File: src/rtl/aes_host_if.sv
// Word-serial host wrapper for the AES-128 core. It loads the key and plaintext as 32-bit words
// and runs the core under a cycle watchdog. The ciphertext is streamed back out MSW first.
module aes_host_if #(
  parameter int WORD_W  = 32,
  parameter int TEXT_W  = 128,
  parameter int TIMEOUT = 31
) (
  input  logic              clk_i,
  input  logic              rst_i,
  input  logic [WORD_W-1:0] in_data_i,
  input  logic              in_valid_i,
  output logic              in_ready_o,
  output logic [WORD_W-1:0] out_data_o,
  output logic              out_valid_o,
  input  logic              out_ready_i,
  output logic              busy_o,
  output logic              timeout_o,
  output logic              core_rst_no,
  output logic [TEXT_W-1:0] core_key_o,
  output logic [TEXT_W-1:0] core_plaintext_o,
  input  logic [TEXT_W-1:0] core_ciphertext_i,
  input  logic              core_finish_i
);

  localparam int N_WORDS = TEXT_W / WORD_W;

  localparam logic [1:0] ST_LOAD   = 2'd0;
  localparam logic [1:0] ST_RUN    = 2'd1;
  localparam logic [1:0] ST_UNLOAD = 2'd2;

  localparam logic [2:0] LAST_LOAD = 3'(2 * N_WORDS - 1);
  localparam logic [1:0] LAST_OUT  = 2'(N_WORDS - 1);
  localparam logic [4:0] RUN_LIMIT = 5'(TIMEOUT);

  logic [1:0] state_reg, state_next;
  logic [2:0] load_cnt_reg, load_cnt_next;
  logic [1:0] out_cnt_reg, out_cnt_next;
  logic [4:0] run_cnt_reg, run_cnt_next;
  logic       timeout_reg, timeout_next;

  logic              in_fire;
  logic              out_fire;
  logic              capture;
  logic [TEXT_W-1:0] out_buf;
  logic [1:0]        out_sel;

  assign in_fire  = (state_reg == ST_LOAD) && in_valid_i;
  assign out_fire = (state_reg == ST_UNLOAD) && out_ready_i;
  // Only the first finish cycle can capture, because RUN is left on that same edge.
  assign capture  = (state_reg == ST_RUN) && core_finish_i;

  always_comb begin
    state_next    = state_reg;
    load_cnt_next = load_cnt_reg;
    out_cnt_next  = out_cnt_reg;
    run_cnt_next  = run_cnt_reg;
    timeout_next  = timeout_reg;

    case (state_reg)
      ST_LOAD: begin
        if (in_fire) begin
          load_cnt_next = load_cnt_reg + 3'd1;
          if (load_cnt_reg == 3'd0) begin
            timeout_next = 1'b0;
          end
          if (load_cnt_reg == LAST_LOAD) begin
            state_next   = ST_RUN;
            run_cnt_next = 5'd0;
          end
        end
      end

      ST_RUN: begin
        // Finish wins over the watchdog when both land on the same cycle.
        if (core_finish_i) begin
          state_next   = ST_UNLOAD;
          out_cnt_next = 2'd0;
          run_cnt_next = 5'd0;
        end else if (run_cnt_reg == RUN_LIMIT) begin
          state_next   = ST_LOAD;
          timeout_next = 1'b1;
          run_cnt_next = 5'd0;
        end else begin
          run_cnt_next = run_cnt_reg + 5'd1;
        end
      end

      ST_UNLOAD: begin
        if (out_fire) begin
          out_cnt_next = out_cnt_reg + 2'd1;
          if (out_cnt_reg == LAST_OUT) begin
            state_next = ST_LOAD;
          end
        end
      end

      default: begin
        state_next    = ST_LOAD;
        load_cnt_next = 3'd0;
        out_cnt_next  = 2'd0;
        run_cnt_next  = 5'd0;
      end
    endcase
  end

  always_ff @(posedge clk_i) begin
    if (rst_i) begin
      state_reg    <= ST_LOAD;
      load_cnt_reg <= 3'd0;
      out_cnt_reg  <= 2'd0;
      run_cnt_reg  <= 5'd0;
      timeout_reg  <= 1'b0;
    end else begin
      state_reg    <= state_next;
      load_cnt_reg <= load_cnt_next;
      out_cnt_reg  <= out_cnt_next;
      run_cnt_reg  <= run_cnt_next;
      timeout_reg  <= timeout_next;
    end
  end

  // Word gi is bits [gi*WORD_W +: WORD_W]. The host sends the MSW first, so word gi of the key
  // arrives at load slot N_WORDS-1-gi.
  genvar gi;
  for (gi = 0; gi < N_WORDS; gi++) begin : g_word
    localparam logic [2:0] KEY_SLOT = 3'(N_WORDS - 1 - gi);
    localparam logic [2:0] PT_SLOT  = 3'(2 * N_WORDS - 1 - gi);

    logic [WORD_W-1:0] key_word_reg;
    logic [WORD_W-1:0] pt_word_reg;
    logic [WORD_W-1:0] ct_word_reg;

    always_ff @(posedge clk_i) begin
      if (rst_i) begin
        key_word_reg <= '0;
        pt_word_reg  <= '0;
        ct_word_reg  <= '0;
      end else begin
        if (in_fire && (load_cnt_reg == KEY_SLOT)) begin
          key_word_reg <= in_data_i;
        end
        if (in_fire && (load_cnt_reg == PT_SLOT)) begin
          pt_word_reg <= in_data_i;
        end
        if (capture) begin
          ct_word_reg <= core_ciphertext_i[gi*WORD_W +: WORD_W];
        end
      end
    end

    assign core_key_o[gi*WORD_W +: WORD_W]       = key_word_reg;
    assign core_plaintext_o[gi*WORD_W +: WORD_W] = pt_word_reg;
    assign out_buf[gi*WORD_W +: WORD_W]          = ct_word_reg;
  end

  assign out_sel     = LAST_OUT - out_cnt_reg;
  assign out_data_o  = out_buf[out_sel*WORD_W +: WORD_W];
  assign in_ready_o  = (state_reg == ST_LOAD);
  assign out_valid_o = (state_reg == ST_UNLOAD);
  assign core_rst_no = (state_reg == ST_RUN);
  assign busy_o      = (state_reg != ST_LOAD) || (load_cnt_reg != 3'd0);
  assign timeout_o   = timeout_reg;

endmodule

File: config.mk
export PLATFORM = sky130hd
export DESIGN_NAME = aes_host_if
export DESIGN_NICKNAME = d
export VERILOG_FILES = /design/src/rtl/aes_host_if.sv
export SDC_FILE = /design/constraint.sdc
export NUM_CORES = 1
export LEC_CHECK = 0
export CAP_MARGIN = 40
export CELL_PAD_IN_SITES_DETAIL_PLACEMENT = 0
export CELL_PAD_IN_SITES_GLOBAL_PLACEMENT = 1
export CORE_ASPECT_RATIO = 0.8
export CORE_MARGIN = 2
export CORE_UTILIZATION = 34
export CTS_CLUSTER_DIAMETER = 40
export CTS_CLUSTER_SIZE = 14
export DETAILED_ROUTE_END_ITERATION = 10
export PLACE_DENSITY_LB_ADDON = 0.25
export SETUP_SLACK_MARGIN = 0.2
export SYNTH_ARGS = -nofsm -noshare
export SYNTH_HDL_FRONTEND = slang
export SYNTH_SLANG_ARGS = --single-unit
export TNS_END_PERCENT = 20
File: constraint.sdc
create_clock -name clk_i -period 2.1 [get_ports clk_i]
set_input_delay 0.42 -clock clk_i [delete_from_list [all_inputs] [get_ports clk_i]]
set_output_delay 0.42 -clock clk_i [all_outputs]
set_load 0.005 [all_outputs]
# Word-level counts from Yosys, hierarchy flattened
# Index checks and enable logic that the tools add are counted.
# word_totals
register_bits,397
inputBits,165
out_inout_bits,293
wordCells,90
# op_classes
addsub,4
eq_ne,20
shifts,1
mux,22
bitwise_logic,3
reduce_logical,23
# op_table
cell,count
128-bit by 8-bit indexed part select with 32-bit output,1
5-bit 2-to-1 mux,4
2-bit 2-to-1 mux,8
5-bit case mux with 3 select lines,1
2-bit by 1-bit != test with 1-bit output (second input constant),7
3-bit equality test (second input constant),4
2-bit case mux with 3 select lines,2
1-bit logical AND,11
5-bit AND reduction,2
3-bit by 2-bit equality test with 1-bit output (second input constant),2
3-bit case mux with 2 select lines,1
3-bit AND reduction,2
5-bit by 1-bit adder with 5-bit output (second input constant),1
5-bit equality test (second input constant),1
2-bit equality test (second input constant),2
1-bit 2-to-1 mux,4
2-bit nonzero test,2
3-bit by 1-bit adder with 3-bit output (second input constant),1
3-bit by 1-bit equality test with 1-bit output (second input constant),1
3-bit zero test,1
3-bit 2-to-1 mux,1
3-bit by 1-bit != test with 1-bit output (second input constant),1
1-bit inverter,3
3-bit nonzero test,1
9 further kinds,9

# Logic depth before layout (Yosys ltp)
# Gate-level depths: netlist of run 1.
# depth
word_depth,4
mapped_depth,9
mapped_depth_nobuf,7

# Least setup slack after synthesis of run 1
# Ideal clock, no wire load.
# synth_timing
kind,register to register
start,reg run_cnt_reg[0]
end,reg state_reg[1]
setup_ns,0.121
t_arrival_ns,1.661
t_required_ns,1.979
setup_slack_ns,0.318
path_stages_with_launch,8
n_path_buf,0
synth_period_minus_slack_ns,1.782
path_cell_list,dfxtp_1 ha_1 inv_1 nor3_1 ha_1 inv_1 a221oi_1 mux2_2
# synth_via
elab_chain_len,3
# synth_rtl
item,line,rtl
"start, declared",38,"logic [4:0] run_cnt_reg, run_cnt_next;"
"start signal, assigned",117,run_cnt_reg <= run_cnt_next;
5-bit equality test,79,end else if (run_cnt_reg == RUN_LIMIT) begin
3-bit by 1-bit != test with 1-bit output (no source line),-,
5-bit AND reduction (no source line),-,
"end signal, assigned",114,state_reg <= state_next;
"end, declared",35,"logic [1:0] state_reg, state_next;"
# No other way between the ends.
# A chain may end at the register's enable or synchronous reset.

# Worst setup path in the final report of run 1
# layout_timing
start,reg out_cnt_reg[0]
end,out out_data_o[19]
# layout_via
elab_chain_len,2
# layout_rtl
item,line,rtl
"start, declared",37,"logic [1:0] out_cnt_reg, out_cnt_next;"
"start signal, assigned",116,out_cnt_reg <= out_cnt_next;
2-bit subtractor,156,assign out_sel = LAST_OUT - out_cnt_reg;
128-bit by 8-bit indexed part select with 32-bit output,157,assign out_data_o = out_buf[out_sel*WORD_W +: WORD_W];
"end, declared",13,"output logic [WORD_W-1:0] out_data_o,"
# No other way between the ends.

==> out/results.ini, run 1 <==
[clock_network]
root_buffer = clkbuf_16
cts_hold_buf = 0
cts_tree = done
htreeDepth = 2
path_clk_slew_ps = 60
cts_buffers = 55
clkLatencyLatePin_ps = 590
cts_sinks = 397
clk_path_buf_depth = 3

[status]
status = finished with violations
violations = setup timing

[worst_setup_path]
crit_chain = buf_12 > buf_16 > buf_6 > mux4_2 > buf_2
critPathLaunchType = flop
crit_path_top_delay_cell = mux4_2
r2r-start = run_cnt_reg[0]
r2r_cells = 7
cp-startpoint = out_cnt_reg[0]
cp.arrival_ps = 1940
cp.required_ps = 1680
endpoint = out_data_o[19]
critPathKind = reg2out
critPathMaxFanout = 5
r2r_setup_slack_ps = 250
crit_path_end_kind = output pin
crit-reg2reg-capture = state_reg[1]
max_stage_delay_ps = 480

[drt]
drc = 0
drt_iter0_markers = 883
detail-route-antenna-nets = 0
firstDrtPassIters = 5
wl_per_cell_um = 19.0
routed_wl_mm = 55.2
avgViaCountPerCell = 4.82
vias = 14000

[power]
p_sw_mw = 4.36
leakage_nw = 9.22
pwr-share-seq = 0.414
finalPower_mw = 18.5
cellPowerDensity_nw_per_um2 = 832
comb_power_share = 0.056
ir_worst_vdd_mv = 0.524
power.share.clock = 0.530
p_int_mw = 14.2
p_sw_frac = 0.235

[global_routing]
grt-ovfl-total = 0
grt_max_degree = 90
antenna_found_initial = 2
grtUsageTotal = 0.231
grt_pass1_wl_mm = 80.7
grt_pass1_vias = 13200

[synthesis]
syn_nets = 2037
synth_edf_count = 0
synthArstFlopShare = 0
synth_top_area_cell = dfxtp_1
synth_area_leaders = dfxtp_1 (53%), nand2_1 (19%), a21oi_1 (13%)
synth_ff_type = dfxtp_1
synthCells = 1859
netlist_area_um2 = 15100
ys_ff_latch = 397
yosys.area.top_type_share = 0.526
yosysWarnings = 0
avgSynthCellArea_um2 = 8.13
synthDistinctLibCells = 40
yosysSeqAreaShare = 0.526

[placement]
postPlaceCellArea_um2 = 20200
hpwl_mm = 37.7
portBuffers = 457
dp_cells = 2790
gp_congestion = 0.872

[sta]
period_needed_ps = 2360
maxSlewHeadroom = 0.611
slew_viol_final = 0
hold_viol = 0
finalCritPeriodShare = 1.12
fin_tns_setup_ps = -6330
fin_hold_ws_ps = 221
fin_worst_skew_ps = 24.0
fin_ws_ps = -261
rsz0062_at_grt = yes
finalSetupViolCount = 32
worst_pin_slew_ps = 582
clock.fmax_ghz = 0.424

[flow_run]
maxCapViolations = 0

[floorplan]
core_um2 = 44100
rows = 69
die_area_um2 = 46100
num_io_pins = 458
initial_core_util = 0.342
die_x_um = 240
die_y_um = 193

[finish]
syn_to_final_growth_pct = 47.4
layout_commonest_cell = nand2_1
fin_area_um2 = 22300
final_cell_count_no_fill = 2904
fillers = 4184
final_cell_mix = nand2_1 (773), a21oi_1 (392), dfxtp_1 (384)
nets = 2433
drive_above_1_share = 0.113

[min_path]
worstHoldPathType = in2reg

## synthesized netlist by cell type (all sizes together), types with 3 or more instances
cell,number
nand3,6
ha,13
o31ai,3
nand4b,3
nor2,3
buf,99
and4b,3
clkbuf,76
o21ai,5
nand2,774
nand2b,4
nor2b,5
a21oi,393
nand4,5
mux4,32
and4,3
dfxtp,397
o32ai,3
inv,11
## worst min path at each step
stage                                    from                        end  depth (start not counted)
CTS                                     rst_i  g_word[2].ct_word_reg[13]                          2
global route                            rst_i  g_word[0].ct_word_reg[31]                          2
detailed placement  g_word[1].ct_word_reg[11]  g_word[1].ct_word_reg[11]                          2
floorplan            g_word[1].ct_word_reg[0]   g_word[1].ct_word_reg[0]                          2
finish                                  rst_i  g_word[2].ct_word_reg[31]                          2
global placement     g_word[1].ct_word_reg[9]   g_word[1].ct_word_reg[9]                          2
## power by group through the flow
stage                     clock, mW  sequential [mW]  combinational [mW]
after detailed placement          0             7.83                1.07
final                          9.81             7.67                1.04
after floorplan                   0             7.84               0.391
after global routing           10.3             7.67                1.11
after CTS                      10.0             7.67                1.05
after global placement            0             7.83                1.07
## cell families (layout without fill, tap and decap cells)
family                   after synthesis  after routing  share of synthesized area
adder cells (fa/ha/maj)               13             13                     0.0108
AND/OR/NAND/NOR                      817            817                      0.212
AO/OA/AOI/OAI                        413            413                      0.140
multiplexers                          33             33                     0.0485
other                                  0              2                          0
buffers and inverters                186            626                     0.0627
flip-flops                           397            397                      0.526
## timing repair
action / CTS / global route
cloned: 3 / 0
endpoints found under the setup margin: 169 / 100
setup buffers: 7 / 1
pin swaps: 2 / 6
resized for setup: 308 / 77
## per-stage QoR
stage	utilization	worst slack, ps
6_report	0.505	-261
5_1_grt	0.505	-326
4_1_cts	0.499	-306
3_5_place_dp	0.457	-8.90
3_3_place_gp	0.457	-50.9
2_1_floorplan	-	318
## routing by layer
layer | wire [µm] | part of all wire | track usage
met1 | 23600 | 0.43 | 0.293
met2 | 26100 | 0.47 | 0.374
met3 | 3780 | 0.068 | 0.0641
met4 | 1600 | 0.029 | 0.0846
met5 | 0 | 0 | 0
## critical path: cells and delay by family (launching register included)
| kind | cells | cell delay [ps] |
|---|---|---|
| buffers and inverters | 4 | 500 |
| DFF | 1 | 360 |
| muxes | 1 | 480 |
## cell type report
cell class / count / area, µm² / area share
repair buffers: 514 / 5210 / 0.234
well taps: 603 / 754 / 0.0339
clock inverters: 39 / 509 / 0.0229
inverters: 11 / 46.3 / 0.00208
flip-flops and latches: 397 / 7970 / 0.358
diodes: 2 / 5.00 / 0.000225
clock buffers: 62 / 1440 / 0.0648
multi-input cells: 1276 / 6330 / 0.284
No activity file was read; power rests on OpenSTA's default activity.
==> run 2: changes to the inputs <==
Settings changed: CORE_MARGIN 2 to unset, CTS_CLUSTER_DIAMETER 40 to 60.
==> out/results.ini, run 2 (synthesized netlist as in run 1, its figures left out) <==
[sta]
fin_tns_setup_ps = -6530  ; -201 ps
finalCritPeriodShare = 1.15  ; +0.0284
slew_viol_final = 0  ; unchanged
hold_viol = 0  ; unchanged
clock.fmax_ghz = 0.413  ; -2.5%
worst_pin_slew_ps = 563  ; -18.9 ps
rsz0062_at_grt = yes
finalSetupViolCount = 32  ; unchanged
period_needed_ps = 2420  ; +59.7 ps
fin_worst_skew_ps = 11.7  ; -12.3 ps
maxSlewHeadroom = 0.623  ; +0.0126
fin_ws_ps = -321  ; -59.7 ps

[drt]
routed_wl_mm = 54.4  ; -1.3%
met1Wirelength_mm = 24.1  ; +1.8%
met2_length_mm = 25.0  ; -4.3%
drc = 0  ; unchanged
drt_iter0_markers = 938  ; +6.2%
wl_per_cell_um = 19.1  ; +0.64%
detail-route-antenna-nets = 0  ; unchanged
avgViaCountPerCell = 4.89  ; +1.5%
top_layer_used = met4
vias = 13900  ; -0.51%
wl_met3_mm = 3.97  ; +5.1%
firstDrtPassIters = 5  ; unchanged

[placement]
dp_worst_setup_slack_ps = 66.6  ; +75.5 ps
portBuffers = 457  ; unchanged
hpwl_mm = 37.1  ; -1.4%
gp_congestion = 0.839  ; -3.8%

[global_routing]
grt_pass1_vias = 13500  ; +2.3%
grt_max_degree = 77  ; -14%
antenna_found_initial = 2  ; unchanged
grt_pass1_wl_mm = 82.3  ; +2.0%
grtUsageTotal = 0.236  ; +0.00547
grt-ovfl-total = 0  ; unchanged

[worst_setup_path]
cp.required_ps = 1680  ; about the same
critPathLaunchType = flop
crit_path_end_kind = output pin
critPathMaxFanout = 5  ; unchanged
cp.arrival_ps = 2000  ; +60 ps
critPathKind = reg2out

[power]
power.share.clock = 0.417  ; -0.113
p_sw_frac = 0.228  ; -0.00768
ir_worst_vdd_mv = 0.438  ; -16%
pwr-share-seq = 0.511  ; +0.097
p_int_mw = 11.6  ; -18%
finalPower_mw = 15.0  ; -19%
comb_power_share = 0.072  ; +0.016
leakage_nw = 7.69  ; -17%
p_sw_mw = 3.41  ; -22%
cellPowerDensity_nw_per_um2 = 694  ; -17%

[finish]
layout_commonest_cell = nand2_1
multi_input_area_um2 = 6310  ; -0.26%
fillers = 4101  ; -2.0%
syn_to_final_growth_pct = 43.0
drive_above_1_share = 0.0916  ; -0.0215
nets = 2420  ; -0.53%
final_cell_mix = nand2_1 (773), a21oi_1 (392), clkdlybuf4s50_1 (391)
seq_area_um2 = 7970  ; unchanged
final_util = 0.497  ; -0.00797

[flow_run]
maxCapViolations = 0  ; unchanged

[clock_network]
path_clk_slew_ps = 70  ; about the same
cts_buffers = 35  ; -36%
cts_tree = done
root_buffer = clkbuf_16
cts_hold_buf = 0  ; unchanged
htreeDepth = 2  ; unchanged
clkLatencyLatePin_ps = 530  ; -60 ps
clk_path_buf_depth = 3  ; unchanged
cts_sinks = 397  ; unchanged

[min_path]
worstHoldPathType = in2reg

[floorplan]
num_io_pins = 458  ; unchanged
die_y_um = 191  ; -1.0%
core_um2 = 43500  ; -1.4%
die_area_um2 = 45300  ; -1.9%
rows = 68  ; -1.4%
die_x_um = 238  ; -0.83%
initial_core_util = 0.347  ; +0.00504

[status]
status = finished with violations
violations = setup timing

run 2: layer usage:
layer  GRT usage  up-vias
met3      0.0582       74
met5           0        -
met4      0.0720        0
met1       0.314     6645
li1            -     6791
met2       0.377      408
run 2: repair_timing:
action	4_1_cts	5_1_grt
setup endpoints to repair	40	73
buffers inserted	13	2
resized for setup	146	66
cloned	3	0
pin swaps	0	3
run 2: area by class of cell:
type                            instances  area share
Clock inverter                          5     0.00359
Multi-Input combinational cell       1276       0.292
Sequential cell                       397       0.369
Antenna cell                            2    0.000232
Timing Repair Buffer                  521       0.255
Inverter                               11     0.00191
Clock buffer                           40      0.0439
Tap cell                              595      0.0345
run 2: stage by stage:
| step | hold slack [ps] | instance area [µm²] | std cells |
|---|---|---|---|
| floorplan | 433 | 15100 | 1859 |
| global placement | 440 | 20200 | 2782 |
| detailed placement | 445 | 20200 | 2782 |
| CTS | 290 | 21500 | 2843 |
| global route | 310 | 21600 | 2847 |
| finish | 300 | 21600 | 2847 |
run 2: path summary, 6_finish.rpt:
path / from / to / slack, ps / cells past startpoint
worst max-delay path: out_cnt_reg[0] / out_data_o[26] / -320 / 6
worst min-delay path: rst_i / g_word[1].ct_word_reg[16] / 300 / 2
worst max register to register: out_cnt_reg[0] / out_cnt_reg[1] / 260 / 8
worst min register to register: g_word[3].ct_word_reg[24] / g_word[3].ct_word_reg[24] / 450 / 2
run 2: power by group through the flow:
stage / logic, mW / registers (mW) / clock network (mW)
after floorplan: 0.391 / 7.84 / 0
after global placement: 1.07 / 7.84 / 0
after detailed placement: 1.07 / 7.84 / 0
after CTS: 1.08 / 7.66 / 6.44
after global routing: 1.15 / 7.67 / 6.77
final: 1.07 / 7.66 / 6.25
run 2: worst max-delay path: stages, from the launching register on:
cell and delay (ps):
dfxtp_4 370, buf_12 120, buf_16 120, buf_12 130, buf_6 100, mux4_2 490
buf_6 130
==> run 3: changes to the inputs <==
Settings changed: ABC_AREA set to 1, CTS_CLUSTER_SIZE 14 to 28.
==> out/results.ini, run 3 <==
[floorplan]
die_x_um = 240  ; +1.2%
die_area_um2 = 46300  ; +2.4%
num_io_pins = 458  ; unchanged
core_um2 = 44600  ; +2.7%
initial_core_util = 0.346  ; -0.000964
rows = 69  ; +1.5%
die_y_um = 193  ; +1.2%

[power]
power.share.clock = 0.408  ; -0.009
p_int_mw = 12.7  ; +9.3%
ir_worst_vdd_mv = 0.445  ; +1.6%
comb_power_share = 0.136  ; +0.064
pwr-share-seq = 0.455  ; -0.056
p_sw_frac = 0.265  ; +0.0370
finalPower_mw = 17.2  ; +15%
leakage_nw = 9.17  ; +19%
cellPowerDensity_nw_per_um2 = 777  ; +12%
p_sw_mw = 4.56  ; +34%

[finish]
syn_to_final_growth_pct = 43.3
nets = 2582  ; +6.7%
fillers = 4328  ; +5.5%
drive_above_1_share = 0.107  ; +0.0159
layout_commonest_cell = nor2_1
final_cell_mix = nor2_1 (681), dfxtp_1 (388), clkdlybuf4s50_1 (377)

[synthesis]
yosysWarnings = 0  ; unchanged
synth_top_area_cell = dfxtp_1
yosysSeqAreaShare = 0.514  ; -0.0122
synth_ff_type = dfxtp_1
synth_compound_area_frac = 0.162  ; +0.0220
synth-xor-area-share = 0.000566  ; +0.000566
synth_top_family_by_area = simple AND/OR/NAND/NOR gates
synth-adder-area-share = 0.0105  ; -0.000250
yosys.area.top_type_share = 0.514  ; -0.0122
syn_nets = 2190  ; +7.5%
synthArstFlopShare = 0  ; unchanged
yosysMostFrequentCell = nor2_1
synth_mux_area_frac = 0  ; -0.0485
avgSynthCellArea_um2 = 7.69  ; -5.4%
netlist_area_um2 = 15500  ; +2.4%
synthTopCellsByCount = nor2_1 (690), dfxtp_1 (397), o21ai_0 (337), clkbuf_1 (104), nand2_1 (94)
synthDistinctLibCells = 26  ; -35%
synth_area_leaders = dfxtp_1 (51%), nor2_1 (17%), o21ai_0 (11%)
ys_ff_latch = 397  ; unchanged
synth_edf_count = 0  ; unchanged
yosys.area_share.simple = 0.233  ; +0.0214
synthCells = 2012  ; +8.2%

[status]
violations = setup timing
status = finished with violations

[sta]
fin_ws_ps = -34.8  ; +286 ps
worst_pin_slew_ps = 822  ; +258 ps
finalSetupViolCount = 17  ; -47%
fin_hold_ws_ps = 289  ; -11.0 ps
period_needed_ps = 2130  ; -286 ps
hold_viol = 0  ; unchanged
rsz0062_at_grt = yes
slew_viol_final = 0  ; unchanged
maxSlewHeadroom = 0.452  ; -0.171
clock.fmax_ghz = 0.468  ; +13%
fin_worst_skew_ps = 26.7  ; +14.9 ps
finalCritPeriodShare = 1.02  ; -0.136

[worst_setup_path]
crit_path_end_kind = output pin
max_stage_delay_ps = 380  ; -110 ps
cp.required_ps = 1680  ; about the same
critPathMaxFanout = 8  ; +3
critPathLaunchType = flop
critPathKind = reg2out
crit_chain = buf_12 > inv_16 > buf_12 > buf_16 > o21ai_0 > o22ai_1 > buf_2
critPathTopFamily = buffers and inverters
crit_top_cell = buf_12
crit_path_top_delay_cell = dfxtp_4
path_buf_inv = 5  ; unchanged
cp.arrival_ps = 1710  ; -290 ps

[clock_network]
cts_hold_buf = 0  ; unchanged
root_buffer = clkbuf_16
clkLatencyLatePin_ps = 550  ; +20 ps
clk_path_buf_depth = 3  ; unchanged
htreeDepth = 2  ; unchanged
cts_buffers = 36  ; +2.9%
cts_sinks = 397  ; unchanged
path_clk_slew_ps = 80  ; about the same
cts_tree = done

[drt]
avgViaCountPerCell = 4.94  ; +1.1%
drc = 0  ; unchanged
detail-route-antenna-nets = 0  ; unchanged
drt_iter0_markers = 990  ; +5.5%
firstDrtPassIters = 5  ; unchanged
wl_per_cell_um = 19.5  ; +2.2%
routed_wl_mm = 59.3  ; +9.0%
vias = 15000  ; +7.7%

[placement]
hpwl_mm = 38.0  ; +2.4%
portBuffers = 457  ; unchanged
gp_congestion = 0.813  ; -3.1%

[global_routing]
grtUsageTotal = 0.250  ; +0.0137
antenna_found_initial = 4  ; +2
grt_pass1_wl_mm = 88.1  ; +7.0%
grt_max_degree = 112  ; +45%
grt_pass1_vias = 14200  ; +5.5%
grt-ovfl-total = 0  ; unchanged

[min_path]
worstHoldPathType = in2reg

[flow_run]
maxCapViolations = 0  ; unchanged

[run 3: path summary, 6_finish.rpt]
kind,endpoint,slack [ps],from,cells after the start
max reg2reg,run_cnt_reg[2],360,load_cnt_reg[0],11
min,g_word[1].key_word_reg[9],290,rst_i,4
max,out_data_o[18],-30,out_cnt_reg[0],7
min reg2reg,g_word[0].pt_word_reg[27],460,g_word[0].pt_word_reg[27],2
[run 3: kinds of logic (layout without fill, tap and decap cells)]
group / count (synthesis) / count (layout)
fa+ha+maj: 13 / 13
simple gates: 895 / 895
compound gates: 493 / 493
xor+xnor: 1 / 1
other cells: 0 / 3
buf+inv: 213 / 630
flops: 397 / 397
[run 3: worst reg2reg max path, cell delays in order (launching register included)]
cell and delay [ps]:
dfxtp_4 370, buf_4 110, ha_2 200, ha_4 210, nand2_1 70, nand2_1 90, nand2_1 90, buf_4 170
inv_1 110, nand3_1 80, nand2_1 70, nor2_1 40
[run 3: routing by layer]
metal,wire length (µm),GRT usage,share of wire,vias up
li1,-,-,-,7320
met1,26000,0.335,0.44,7095
met2,26900,0.388,0.45,484
met3,4710,0.0655,0.079,92
met4,1630,0.0828,0.028,2
met5,12,0,0.00020,-
[run 3: power groups by stage]
stage               logic (mW)  registers, mW  clock network, mW
CTS                       2.34           7.84               7.19
floorplan                0.881           8.02                  0
global route              2.53           7.86               7.52
global placement          2.13           8.00                  0
detailed placement        2.14           8.00                  0
finish                    2.35           7.84               7.03
[run 3: area by class of cell]
cell class                      instances  area, µm²  share of cell area
Clock inverter                         23        285              0.0129
Clock buffer                           40        957              0.0432
Tap cell                              603        754              0.0341
Antenna cell                            3       7.51            0.000339
Multi-Input combinational cell       1402       6430               0.290
Sequential cell                       397       7970               0.360
Timing Repair Buffer                  534       5580               0.252
Inverter                               33        163             0.00734
[run 3: timing repair]
action | CTS | global route
gates resized for setup | 227 | 46
gates cloned | 11 | 0
endpoints found under the hold margin | 0 | 0
setup buffers | 16 | 0
pin swaps | 20 | 9
setup endpoints to repair | 54 | 67
[run 3: through the flow]
| stage | utilization | setup TNS [ps] | setup slack [ps] | instance area (µm²) | std cells |
|---|---|---|---|---|---|
| 6_report | 0.496 | -237 | -34.8 | 22200 | 3035 |
| 4_1_cts | 0.494 | -827 | -52.7 | 22000 | 3032 |
| 3_5_place_dp | 0.456 | 0 | 74.5 | 20300 | 2942 |
| 2_1_floorplan | - | 0 | 420 | 15500 | 2012 |
| 5_1_grt | 0.496 | -2030 | -113 | 22200 | 3033 |
| 3_3_place_gp | 0.456 | 0 | 128 | 20300 | 2942 |
==> patch (settings of run 3) <==
`WORD_W`: 32 -> 64.
--- a/src/rtl/aes_host_if.sv
+++ b/src/rtl/aes_host_if.sv
@@ -1,7 +1,7 @@
 // Word-serial host wrapper for the AES-128 core. It loads the key and plaintext as 32-bit words
 // and runs the core under a cycle watchdog. The ciphertext is streamed back out MSW first.
 module aes_host_if #(
-  parameter int WORD_W  = 32,
+  parameter int WORD_W  = 64,
   parameter int TEXT_W  = 128,
   parameter int TIMEOUT = 31
 ) (
Ports: changed (resized in_data_i and out_data_o); port bits go from 458 to 522. The function was not compared with the original's and may differ.
==> patch against run 3 <==
- the flow still finishes with violations (setup timing)
- sequential cell count stayed put
- setup slack got worse by 49 ps
- wire length decreased by 0.90%
- count of clock-buffer cells in the layout fell by 8
- design area grew 3.8%
- area after synthesis is 3.6% lower
- cell count up 1.4%
- critical path type unchanged
- highest routed layer unchanged
Power is not compared: it rests on default switching activity, and its combinational part moved more than twofold at a synthesized area within 25%.
==> patch: results (changes against run 3) <==
[status]
status = finished, violations left
violations = setup timing

[route]
wl_per_cell_um = 19.1  ; -2.3%
viasPerCell = 4.88  ; -1.2%
wl_met3_um = 4210  ; -11%
drt-met1-wl_um = 26100  ; about the same
vias = 15029  ; +0.24%

[synth]
synth_compound_area_share_pct = 15.5  ; -0.71 points
yosysSeqAreaShare_pct = 53.3  ; +1.9 points
synth_fp_nets = 2209  ; +0.87%
synth-xor-area-share_pct = 0.0588  ; +0.0021 points
ys_types = 22  ; -15%
synth_adder_area_share_pct = 1.01  ; -0.045 points
syn_area_per_cell_um2 = 7.45  ; -3.0%

[finish]
drive_gt1_share_pct = 13.7  ; +3.0 points
final_nets = 2696  ; +4.4%
nNonClkBuffers = 599  ; +12%
clockBufferCount = 32  ; -20%
seqCellArea_mm2 = 0.00801  ; +0.50%
clock_cell_area_share_pct = 4.62  ; -0.98 points
final-nonclk-buf-share_pct = 28.9  ; +3.7 points

[sta]
final.setup.worst_slack_ps = -84.1  ; -49.3 ps
setup_viol = 43  ; +26
final.setup.tns_ps = -1590  ; -1360 ps
tightest_slew_ps = 397  ; -425 ps

[clocking]
postCtsSetupBuffers = 0  ; -16
clock_latency_ps = 600  ; +50 ps
post_cts_resized = 90  ; -60%

[grt]
grt_first_pass_wirelength_um = 84800  ; -3.7%
met2_usage_pct = 38.1  ; -0.71 points
grt_max_degree = 87  ; -22%

[placement]
io_buffers = 521  ; +14%
place.gp.congestion = 0.863  ; +6.2%
dp_slack_ps = 174  ; +99.8 ps

[setup_path]
arrival_ps = 1760  ; +50 ps

==> patch: changes by cell type in the layout (fill, tap and decap cells not counted), sizes merged, moves of 18 or more <==
cell           delta
o22ai            -32
clkdlybuf4s50   -142
nand2            +65
nand3            -60
nor2             +63
dlymetal6s2s    +196
dlygate4sd2      -18
==> patch: path summary, 6_finish.rpt <==
check | startpoint | to | cells after the start
setup reg to reg | load_cnt_reg[0] | g_word[1].key_word_reg[31] | 11
hold reg to reg | g_word[0].pt_word_reg[11] | g_word[0].pt_word_reg[11] | 2
hold / removal | rst_i | g_word[0].key_word_reg[36] | 4
setup / recovery | out_cnt_reg[0] | out_data_o[18] | 6
==> patch: power by group through the flow <==
| stage | registers (mW) | clock network [mW] | logic (mW) |
|---|---|---|---|
| detailed placement | 8.96 | 0 | 7.07 |
| finish | 8.82 | 6.17 | 7.95 |
| CTS | 8.80 | 6.33 | 7.08 |
| global route | 8.93 | 6.62 | 8.62 |
| global placement | 8.93 | 0 | 7.06 |
| floorplan | 8.99 | 0 | 2.84 |
